--- src/rtl/mmio_data_decoder.sv ---
// mmio_data_decoder
//   Data-side address decoder for the multicycle MIPS core. It splits CPU data
//   accesses between a word RAM (addr[IO_SEL_BIT]=0) and a register-mapped IO
//   window (addr[IO_SEL_BIT]=1). The IO window holds STATUS (W1C button
//   pending flags), IRQ_EN, SWITCH (synchronised switches) and NUM_OUT
//   writable 32-bit output registers.
//
//   Optional feature macro: MMIO_DEC_ADDR_ERR_EN
//     When defined, STATUS[31] is a sticky address-error flag. It sets on any
//     misaligned, unmapped-IO or out-of-range RAM address. Writing STATUS with
//     wd[31]=1 clears it. The flag also drives irq without a mask.
//
// Ports
//   clk       system clock; all state updates on the rising edge
//   reset     asynchronous, active-low reset
//   we        write enable for the current access
//   addr      byte address
//   wd        write data
//   rd        read data (combinational)
//   btn       raw asynchronous buttons
//   sw        raw asynchronous switches
//   out_regs  output register i at [32*i+31:32*i]
//   irq       registered interrupt request
module mmio_data_decoder #(
  parameter int unsigned RAM_DEPTH  = 64,
  parameter int unsigned IO_SEL_BIT = 7,
  parameter int unsigned NUM_BTN    = 2,
  parameter int unsigned SW_W       = 16,
  parameter int unsigned NUM_OUT    = 2
) (
  input  logic                   clk,
  input  logic                   reset,
  input  logic                   we,
  input  logic [31:0]            addr,
  input  logic [31:0]            wd,
  output logic [31:0]            rd,
  input  logic [NUM_BTN-1:0]     btn,
  input  logic [SW_W-1:0]        sw,
  output logic [NUM_OUT*32-1:0]  out_regs,
  output logic                   irq
);

  localparam int unsigned AW       = $clog2(RAM_DEPTH);
  localparam int unsigned OUT_BASE = 3;
  localparam logic [3:0]  OUT_END  = 4'(OUT_BASE + NUM_OUT);

  logic              io_sel;
  logic [3:0]        io_idx;
  logic [AW-1:0]     ram_idx;
  logic              ram_we;
  logic              io_we;
  logic              status_wr;
  logic              irq_en_wr;

  logic [31:0]       mem [RAM_DEPTH];

  logic [NUM_BTN-1:0] btn_s1, btn_s2, btn_prev;
  logic [SW_W-1:0]    sw_s1, sw_s2;
  logic [NUM_BTN-1:0] rise;
  logic [NUM_BTN-1:0] pending;
  logic [NUM_BTN-1:0] irq_en;
  logic [31:0]        out_q [NUM_OUT];
  logic               err;

  assign io_sel    = addr[IO_SEL_BIT];
  assign io_idx    = addr[5:2];
  assign ram_idx   = addr[AW+1:2];
  assign ram_we    = we & ~io_sel;
  assign io_we     = we & io_sel;
  assign status_wr = io_we && (io_idx == 4'd0);
  assign irq_en_wr = io_we && (io_idx == 4'd1);

  // Only part of the address and data buses is decoded.
  logic unused_bits;
  assign unused_bits = ^{addr, wd};

  // Word RAM: synchronous write, asynchronous read, no reset.
  always_ff @(posedge clk) begin
    if (ram_we) mem[ram_idx] <= wd;
  end

  // Input synchronisers; btn_prev is the extra stage for edge detection.
  always_ff @(posedge clk or negedge reset) begin
    if (!reset) begin
      btn_s1   <= '0;
      btn_s2   <= '0;
      btn_prev <= '0;
      sw_s1    <= '0;
      sw_s2    <= '0;
    end else begin
      btn_s1   <= btn;
      btn_s2   <= btn_s1;
      btn_prev <= btn_s2;
      sw_s1    <= sw;
      sw_s2    <= sw_s1;
    end
  end

  assign rise = btn_s2 & ~btn_prev;

  // Clear is applied before the new rise is ORed in, so a set wins.
  always_ff @(posedge clk or negedge reset) begin
    if (!reset) begin
      pending <= '0;
      irq_en  <= '0;
      for (int unsigned i = 0; i < NUM_OUT; i++) out_q[i] <= '0;
    end else begin
      pending <= (pending & ~(status_wr ? wd[NUM_BTN-1:0] : '0)) | rise;
      if (irq_en_wr) irq_en <= wd[NUM_BTN-1:0];
      for (int unsigned i = 0; i < NUM_OUT; i++) begin
        if (io_we && (io_idx == 4'(OUT_BASE + i))) out_q[i] <= wd;
      end
    end
  end

`ifdef MMIO_DEC_ADDR_ERR_EN
  logic [31:0] ram_word;
  logic        addr_bad;
  logic        err_clr;
  logic        err_q;

  // RAM word index over every bit below the IO select, not just the decoded ones.
  assign ram_word = 32'(addr[31:2]) & ((32'd1 << (IO_SEL_BIT - 2)) - 32'd1);
  assign addr_bad = (addr[1:0] != 2'b00) |
                    (io_sel ? (io_idx >= OUT_END) : (ram_word >= 32'(RAM_DEPTH)));
  assign err_clr  = status_wr & wd[31];

  always_ff @(posedge clk or negedge reset) begin
    if (!reset) err_q <= 1'b0;
    else        err_q <= addr_bad | (err_q & ~err_clr);
  end

  assign err = err_q;
`else
  assign err = 1'b0;
`endif

  always_ff @(posedge clk or negedge reset) begin
    if (!reset) irq <= 1'b0;
    else        irq <= (|(pending & irq_en)) | err;
  end

  always_comb begin
    rd = '0;
    if (!io_sel) begin
      rd = mem[ram_idx];
    end else begin
      case (io_idx)
        4'd0: begin
          rd[NUM_BTN-1:0] = pending;
          rd[31]          = err;
        end
        4'd1: rd[NUM_BTN-1:0] = irq_en;
        4'd2: rd[SW_W-1:0]    = sw_s2;
        default: begin
          for (int unsigned i = 0; i < NUM_OUT; i++) begin
            if (io_idx == 4'(OUT_BASE + i)) rd = out_q[i];
          end
        end
      endcase
    end
  end

  always_comb begin
    out_regs = '0;
    for (int unsigned i = 0; i < NUM_OUT; i++) out_regs[32*i +: 32] = out_q[i];
  end

endmodule
--- config.mk ---
export PLATFORM = sky130hd
export DESIGN_NAME = mmio_data_decoder
export DESIGN_NICKNAME = d
export VERILOG_FILES = /design/src/rtl/mmio_data_decoder.sv
export SDC_FILE = /design/constraint.sdc
export NUM_CORES = 1
export LEC_CHECK = 0
export BUFFER_PORTS_ARGS = -buffer_cell sky130_fd_sc_hd__buf_2
export CORE_MARGIN = 2
export CORE_UTILIZATION = 40
export CTS_CLUSTER_DIAMETER = 40
export DETAILED_ROUTE_END_ITERATION = 7
export PLACE_DENSITY_LB_ADDON = 0.05
export SLEW_MARGIN = 20
export SYNTH_ARGS = -nofsm -noshare
export SYNTH_HDL_FRONTEND = slang
export SYNTH_SLANG_ARGS = --single-unit
--- constraint.sdc ---
create_clock -name clk -period 4.5 [get_ports clk]
set_clock_uncertainty 0.1 [all_clocks]
set_input_delay 0.9 -clock clk [delete_from_list [all_inputs] [get_ports clk]]
set_output_delay 0.9 -clock clk [all_outputs]
set_load 0.1 [all_outputs]
After elaboration in Yosys (flattened, before gate mapping)
Memory sizes are Yosys's and may differ from the RTL's.
Index checks and enable logic that the tools add are counted.
{"block": "classes", "n_eq_ne": 4, "mux": 10, "reduce_logical": 8, "bitwise": 9}
{"op": "$mux 32", "count": 3}
{"op": "$pmux 14 s2", "count": 1}
{"op": "$mux 15", "count": 1}
{"op": "$eq 4x2->1 const B", "count": 2}
{"op": "$and 2x2->2", "count": 3}
{"op": "$pmux 2 s3", "count": 1}
{"op": "$eq 4x1->1 const B", "count": 1}
{"op": "$eq 4x3->1 const B", "count": 1}
{"op": "$logic_and 1x1->1", "count": 4}
{"op": "$logic_not 4->1", "count": 1}
{"op": "$not 2->2", "count": 2}
{"op": "$reduce_or 2->1", "count": 2}
{"op": "$mux 1", "count": 3}
{"op": "$reduce_or 3->1", "count": 1}
{"op": "$and 1x1->1", "count": 2}
{"op": "$mux 2", "count": 1}
{"op": "$or 2x2->2", "count": 1}
{"op": "$not 1->1", "count": 1}
{"block": "totals", "inputBits": 85, "mem_bits_rw": 2048, "reg_bits": 107, "output_inout_bits": 97, "mem_count": 1}
{"name": "mem", "depth": 64, "width": 32, "read_ports": 1, "rd_ports_with_merged_regs": 0, "write_ports": 1, "line_no": "55", "source": "logic [31:0] mem [RAM_DEPTH];"}

Logic depth before layout (Yosys ltp)
Gate-level depths: netlist of run 1.
{"block": "logic_depth", "depth_word": 6, "ltp_mapped": 10, "depth_no_buf": 5}

Worst setup path before layout of run 1
Ideal clock, no wire load.
{"block": "synth_timing", "path_kind": "in2reg", "start": "input addr[2]", "end": "memory mem[0][0] (enable)", "path_slack_ns": -1.104, "arrival_time_ns": 5.002, "stages": 7, "path_cell_list": "buf_6 buf_4 buf_6 buf_4 buf_2 buf_2 nor4_1"}
{"element": "start, declared", "line_no": "34", "source": "input logic [31:0] addr,"}
{"element": "end, declared", "line_no": "55"}
Straight into the memory's write port.

Worst setup path in the final report of run 1
{"block": "layout_timing", "start": "input addr[4]", "end": "output rd[13]"}
{"block": "layout_between", "elab_chain_cells": 5, "elab_cells_between_ends": 11, "classes_between": "eq/ne (4); mux (4); reduce/logical (2); memory (1)"}
{"element": "branches (longest 4 deep; another with $mem_v2 64x32)"}
{"element": "$mux 32 (*)", "line_no": "145", "source": "if (!io_sel) begin"}
{"element": "end, declared", "line_no": "36", "source": "output logic [31:0] rd,"}
Mark *: on every way between the ends.

==> results by group, run 1 <==
Status
  • Status: complete, no violations

Clock tree
  • CTS buffer count: 163
  • Clk root buf: clkbuf_16
  • H-tree depth: 4
  • Postcts setup bufs: 0
  • Worst-path clk slew: 0.05 ns
  • CTS tree: yes
  • Post-cts resize count: 0
  • CTS Hold Bufs: 0
  • CTS Sinks: 1131
  • Clock buffer depth: 3
  • Skew-Pair Late Insertion Delay: 0.76 ns

Yosys
  • Register area share after synthesis: 76.1%
  • Top cell type by total area after synthesis: edfxtp_1
  • Synth Area in XOR/XNOR: 0%
  • Synthesized area per cell: 19.7 µm²
  • Main area contributors after synthesis: edfxtp_1 (70%), mux2i_1 (6.4%), mux4_2 (6.3%)
  • Area share of fa/ha/maj cells after synthesis: 0%
  • Post-synthesis mux area share: 15.2%
  • Commonest register cell after synthesis: edfxtp_1
  • EDFF count, synth: 1024
  • Synth Register Bits: 1131
  • Synth top area share: 70.0%
  • Largest family of logic cells by synthesized area: multiplexers
  • Post-synth cell types: 51
  • Mapped cell area: 44000 µm²
  • Mapped Cells: 2228
  • Top-count cell post-synth: edfxtp_1
  • Commonest cells post-synth: edfxtp_1 (1024), mux2i_1 (283), mux4_2 (123)
  • Synth Area in Simple Gates: 1.75%
  • Syn_nets: 2313
  • Async S/R FF share, synth: 9.46%
  • Yosys Warn Count: 0
  • Compound-Gate Fraction of Synth Area: 5.05%

STA
  • Fin crit period: 4.35 ns
  • Slew @ Worst Pin: 0.960 ns
  • Max Clock Freq: 230 MHz
  • Unrepaired setup endpoints after global routing: no
  • Fin. Hold Viols: 0
  • Final slew viol count: 0
  • Final setup violating endpoints: 0
  • Worst setup margin: 0.153 ns
  • Fin crit share: 96.6%
  • Max_slew headroom: 35.8%

Route
  • Drt pass-1 iters: 6
  • DRT antenna net count: 0
  • Drc violations: 0
  • Vias post-DR: 23600
  • DR iter-0 viols: 2278
  • DR vias/cell: 5.71
  • Wire per inst: 31.7 µm
  • Total wire length: 131000 µm

Global routing
  • GR Overflow Total: 0
  • Global-route wire length before repair: 184000 µm
  • Number of antenna violations at the first check in global routing: 9
  • Vias in the first global route: 24400
  • All-Layer GR Usage: 23.4%
  • Largest net degree at the start of global routing: 64

Layout
  • Area grow syn2layout: 21.7%
  • Nets@finish: 2662
  • Layout Cells excl Fill: 4128
  • Post-layout instance area: 53500 µm²
  • Layout cells sized above 1: 31.1%

Floorplan
  • Die height: 335 µm
  • Die width: 335 µm
  • Row cnt: 121
  • Die area: 113000 µm²
  • Total core area: 109000 µm²
  • Initial Utilization: 40.4%
  • Top-Level Pins: 182

Place
  • # port buffers: 155
  • Area after DPL: 47900 µm²
  • DP Worst Slack: 0.146 ns
  • RD Place Congestion: 0.782
  • Dpl cells: 3826
  • Half-perimeter wire length after placement: 78400 µm

Critical path
  • Kind of critical path: primary input to output port
  • Maximum fanout along the worst path: 19
  • Worst setup EP type: output port
  • Critical Path Sink: rd[13]
  • Register-to-Register Path Depth: 1
  • CP startpoint kind: primary input
  • R2R Path Start: out_regs[16]
  • FF-to-FF setup slack: 3.47 ns
  • Critical Path RT: 3.50 ns
  • Critical R2R Capture: out_regs[16]
  • Worst path arrival time: 3.35 ns
  • Worst setup path startpoint: addr[4]

Power
  • Power Density: 511 nW/µm²
  • Leakage Power: 18.6 nW
  • Worst VDD drop: 0.328 mV

Worst hold path
  • Type of the tightest min-delay check: primary input to async pin

Job
  • Max-cap violations: 0
==> state kept, by name (all words and copies together), names as in the netlist <==
register,count
irq,1
out_regs,64
mem,1024
sw_s1,16
btn_prev,2
btn_s2,2
btn_s1,2
sw_s2,16
pending,2
irq_en,2
==> area by class of cell <==
| cell class | instances | area, µm² |
|---|---|---|
| Tap cell | 1414 | 1770 |
| Clock inverter | 114 | 1310 |
| Antenna cell | 2 | 5.00 |
| Timing Repair Buffer | 315 | 2750 |
| Multi-Input combinational cell | 962 | 9910 |
| Inverter | 4 | 15.0 |
| Sequential cell | 1131 | 33400 |
| Fill cell | 8982 | 55300 |
| Clock buffer | 186 | 4320 |
==> report_power, final <==
part	switching, mW	internal [mW]
clock network	4.77	8.17
registers	0.133	11.7
logic	1.93	0.652
==> stage by stage <==
step           total power, mW  setup TNS [ns]  hold slack, ns  util, %
2_1_floorplan             13.7         -184.52           0.231        -
3_3_place_gp              14.6               0           0.235     44.0
3_5_place_dp              14.6               0           0.235     44.0
4_1_cts                   27.6               0          0.0418     49.2
5_1_grt                   28.1               0          0.0540     49.2
6_report                  27.3               0          0.0377     49.2
==> critical path, stage by stage <==
cell,delay [ns]
buf_4,0.37
buf_4,0.44
nand2b_1,0.46
o22ai_1,0.14
a221oi_1,0.23
o21ai_0,0.25
o221ai_2,0.31
buf_12,0.21
==> cell usage in the layout (no fill, tap or decap), types with 46 or more instances in the layout <==
cell type,n
buf_2,119
mux2i_1,283
clkbuf_16,169
edfxtp_1,1024
buf_12,53
mux2_2,91
nand2_1,46
a22oi_1,107
mux4_2,123
a21oi_1,62
buf_4,140
dfrtp_1,107
==> layer usage <==
layer	part of all wire [%]	global-route usage (%)	up-vias	wire length (µm)
met5	0.0099	0	-	13
met3	5.4	3.54	213	7120
met1	43	32.0	12600	55900
li1	-	-	9939	-
met4	2.6	6.86	2	3340
met2	49	39.0	778	64300
==> cells by family (layout without fill, tap and decap cells) <==
| kind of cell | after synthesis | after routing |
|---|---|---|
| other | 0 | 2 |
| AO/OA/AOI/OAI | 307 | 307 |
| AND/OR/NAND/NOR | 155 | 155 |
| multiplexers | 500 | 500 |
| buffers and inverters | 135 | 619 |
| flip-flops | 1131 | 1131 |
==> worst min path at each step <==
stage                          from           end  slack, ns  cells past startpoint
after floorplan           btn_s1[0]     btn_s2[0]       0.23                      0
after global placement    sw_s1[14]     sw_s2[14]       0.24                      0
after detailed placement   sw_s1[7]      sw_s2[7]       0.23                      0
after CTS                     reset  out_regs[40]       0.04                      1
after global routing          reset   out_regs[8]       0.05                      1
final                         reset  out_regs[40]       0.04                      1
Note: power is estimated with default switching activity, not from simulation.
==> run 2: changes to the inputs <==
--- a/config.mk
+++ b/config.mk
@@ -10,7 +10,7 @@
 export CORE_UTILIZATION = 40
 export CTS_CLUSTER_DIAMETER = 40
 export DETAILED_ROUTE_END_ITERATION = 7
-export PLACE_DENSITY_LB_ADDON = 0.05
+export PLACE_DENSITY_LB_ADDON = 0.15
 export SLEW_MARGIN = 20
 export SYNTH_ARGS = -nofsm -noshare
 export SYNTH_HDL_FRONTEND = slang
==> constraint.sdc (replaced) <==
create_clock -name clk -period 4.5 [get_ports clk]
set_clock_uncertainty 0.1 [all_clocks]
set_input_delay 0.45 -clock clk [delete_from_list [all_inputs] [get_ports clk]]
set_output_delay 0.45 -clock clk [all_outputs]
set_load 0.1 [all_outputs]
==> results by group, run 2 (synthesized netlist as in run 1, its figures left out) <==
Critical path
  • Worst path arrival time: 3.36 ns (was 3.35 ns)
  • R2R Path Start: out_regs[39] (was out_regs[16])
  • Critical R2R Capture: out_regs[39] (was out_regs[16])
  • CP startpoint kind: primary input (unchanged)
  • Register-to-Register Path Depth: 1 (unchanged)
  • FF-to-FF setup slack: 3.59 ns (was 3.47 ns)
  • Critical Path RT: 3.95 ns (was 3.50 ns)
  • Worst setup EP type: output port (unchanged)
  • Kind of critical path: primary input to output port (unchanged)
  • Maximum fanout along the worst path: 44 (was 19)

Clock tree
  • Worst-path clk slew: 0.05 ns (about the same)
  • H-tree depth: 4 (unchanged)
  • CTS buffer count: 151 (was 163)
  • CTS Sinks: 1131 (unchanged)
  • Post-cts resize count: 0 (unchanged)
  • Skew-Pair Late Insertion Delay: 0.74 ns (was 0.76 ns)
  • Clk root buf: clkbuf_16 (unchanged)
  • Postcts setup bufs: 0 (unchanged)
  • Clock buffer depth: 3 (unchanged)
  • CTS tree: yes (unchanged)

Global routing
  • All-Layer GR Usage: 22.6% (was 23.4%)
  • Largest net degree at the start of global routing: 79 (was 64)
  • Vias in the first global route: 23800 (was 24400)
  • GR Overflow Total: 0 (unchanged)
  • Number of antenna violations at the first check in global routing: 7 (was 9)
  • Global-route wire length before repair: 177000 µm (was 184000 µm)

Layout
  • Area grow syn2layout: 20.5% (was 21.7%)
  • Layout cells sized above 1: 29.3% (was 31.1%)
  • Most flop-heavy register: mem (unchanged)
  • Max FFs per register: 1024 (unchanged)
  • Layout Cells excl Fill: 4099 (was 4128)
  • Layout fillers: 8913 (was 8982)
  • Most common cell after layout, fill and taps aside: edfxtp_1 (unchanged)
  • Nets@finish: 2643 (was 2662)
  • Most frequent cells in the layout: edfxtp_1 (1024), mux2i_1 (283), clkbuf_16 (158), mux4_2 (123), buf_2 (119) (was edfxtp_1 (1024), mux2i_1 (283), clkbuf_16 (169), buf_4 (140), mux4_2 (123))

Route
  • DRT antenna net count: 0 (unchanged)
  • Wire per inst: 30.8 µm (was 31.7 µm)
  • Vias post-DR: 23500 (was 23600)
  • Drc violations: 0 (unchanged)
  • DR iter-0 viols: 2243 (was 2278)
  • DR vias/cell: 5.72 (was 5.71)
  • Drt pass-1 iters: 5 (was 6)
  • Total wire length: 126000 µm (was 131000 µm)

STA
  • Max_slew headroom: 39.6% (was 35.8%)
  • Post-Route Setup TNS: 0 ns (unchanged)
  • Worst setup margin: 0.593 ns (was 0.153 ns)
  • Slew @ Worst Pin: 0.902 ns (was 0.960 ns)
  • Unrepaired setup endpoints after global routing: no (unchanged)
  • Fin. Hold Viols: 0 (unchanged)
  • Fin crit period: 3.91 ns (was 4.35 ns)
  • Fin crit share: 86.8% (was 96.6%)
  • Final slew viol count: 0 (unchanged)
  • Hold slack: 0.147 ns (was 0.0377 ns)
  • Final setup violating endpoints: 0 (unchanged)
  • Max Clock Freq: 256 MHz (was 230 MHz)

Power
  • Worst VDD drop: 0.347 mV (was 0.328 mV)
  • Total Power: 26.4 mW (was 27.3 mW)
  • Power Density: 498 nW/µm² (was 511 nW/µm²)
  • Leakage Power: 18.3 nW (was 18.6 nW)

Floorplan
  • Total core area: 109000 µm² (unchanged)
  • Row cnt: 121 (unchanged)
  • Initial Utilization: 40.4% (unchanged)
  • Top-Level Pins: 182 (unchanged)
  • Die height: 335 µm (unchanged)
  • Die area: 113000 µm² (unchanged)
  • Die width: 335 µm (unchanged)

Worst hold path
  • Type of the tightest min-delay check: primary input to flip-flop (was primary input to async pin)
  • WHS Path Cells: 1
  • Hold endpoint: mem[18][6]
  • Hold path startpoint: wd[6]

Job
  • Max-cap violations: 0 (unchanged)

Place
  • Dpl cells: 3800 (was 3826)
  • DP Worst Slack: 0.655 ns (was 0.146 ns)
  • Half-perimeter wire length after placement: 75600 µm (was 78400 µm)
  • RD Place Congestion: 0.817 (was 0.782)
  • # port buffers: 155 (unchanged)

Status
  • Status: complete, no violations (unchanged)
==> run 2: worst max-delay path: stages <==
cell	delay [ns]
buf_6	0.41
inv_1	0.14
nor2_1	0.64
and3_1	0.67
a22oi_1	0.34
o2111ai_1	0.35
buf_12	0.26
==> run 2: worst max-delay path by stage <==
stage,start,to,slack (ns)
after floorplan,addr[2],mem[0][0],-0.65
after global routing,addr[3],rd[4],0.53
final,addr[3],rd[4],0.59
after CTS,addr[3],rd[13],0.64
after detailed placement,addr[3],rd[13],0.65
after global placement,addr[3],rd[13],0.64
==> run 2: what timing repair did <==
item,in CTS,in global routing
endpoints found under the hold margin,95,0
hold buffers,19,0
setup endpoints to repair,0,0
==> run 2: through the flow <==
| stage | util [%] | area, µm² |
|---|---|---|
| 2_1_floorplan | - | 44000 |
| 3_3_place_gp | 43.8 | 47700 |
| 3_5_place_dp | 43.8 | 47700 |
| 4_1_cts | 48.7 | 53000 |
| 5_1_grt | 48.7 | 53000 |
| 6_report | 48.7 | 53000 |
==> run 2: report_power, final <==
group,internal (mW),switching [mW],total [mW]
registers,11.7,0.116,11.8
clock network,7.38,4.61,12.0
logic,0.648,1.95,2.60
==> run 2: layout make-up <==
cell class / instances / area (µm²) / share of cell area (%)
antenna: 2 / 5.00 / 0.00945
clock buffer: 186 / 4110 / 7.76
clock inverter: 92 / 1010 / 1.91
inverter: 4 / 15.0 / 0.0283
multi-input combinational: 962 / 9890 / 18.7
sequential: 1131 / 33400 / 63.1
tap: 1414 / 1770 / 3.34
timing repair buffer: 308 / 2750 / 5.20
==> run 2: metal layers <==
layer	GRT usage, %	vias to the layer above	share of wire (%)
li1	-	9889	-
met1	30.8	12500	43
met2	35.9	865	47
met3	5.40	196	7.4
met4	7.16	0	2.9
met5	0	-	0
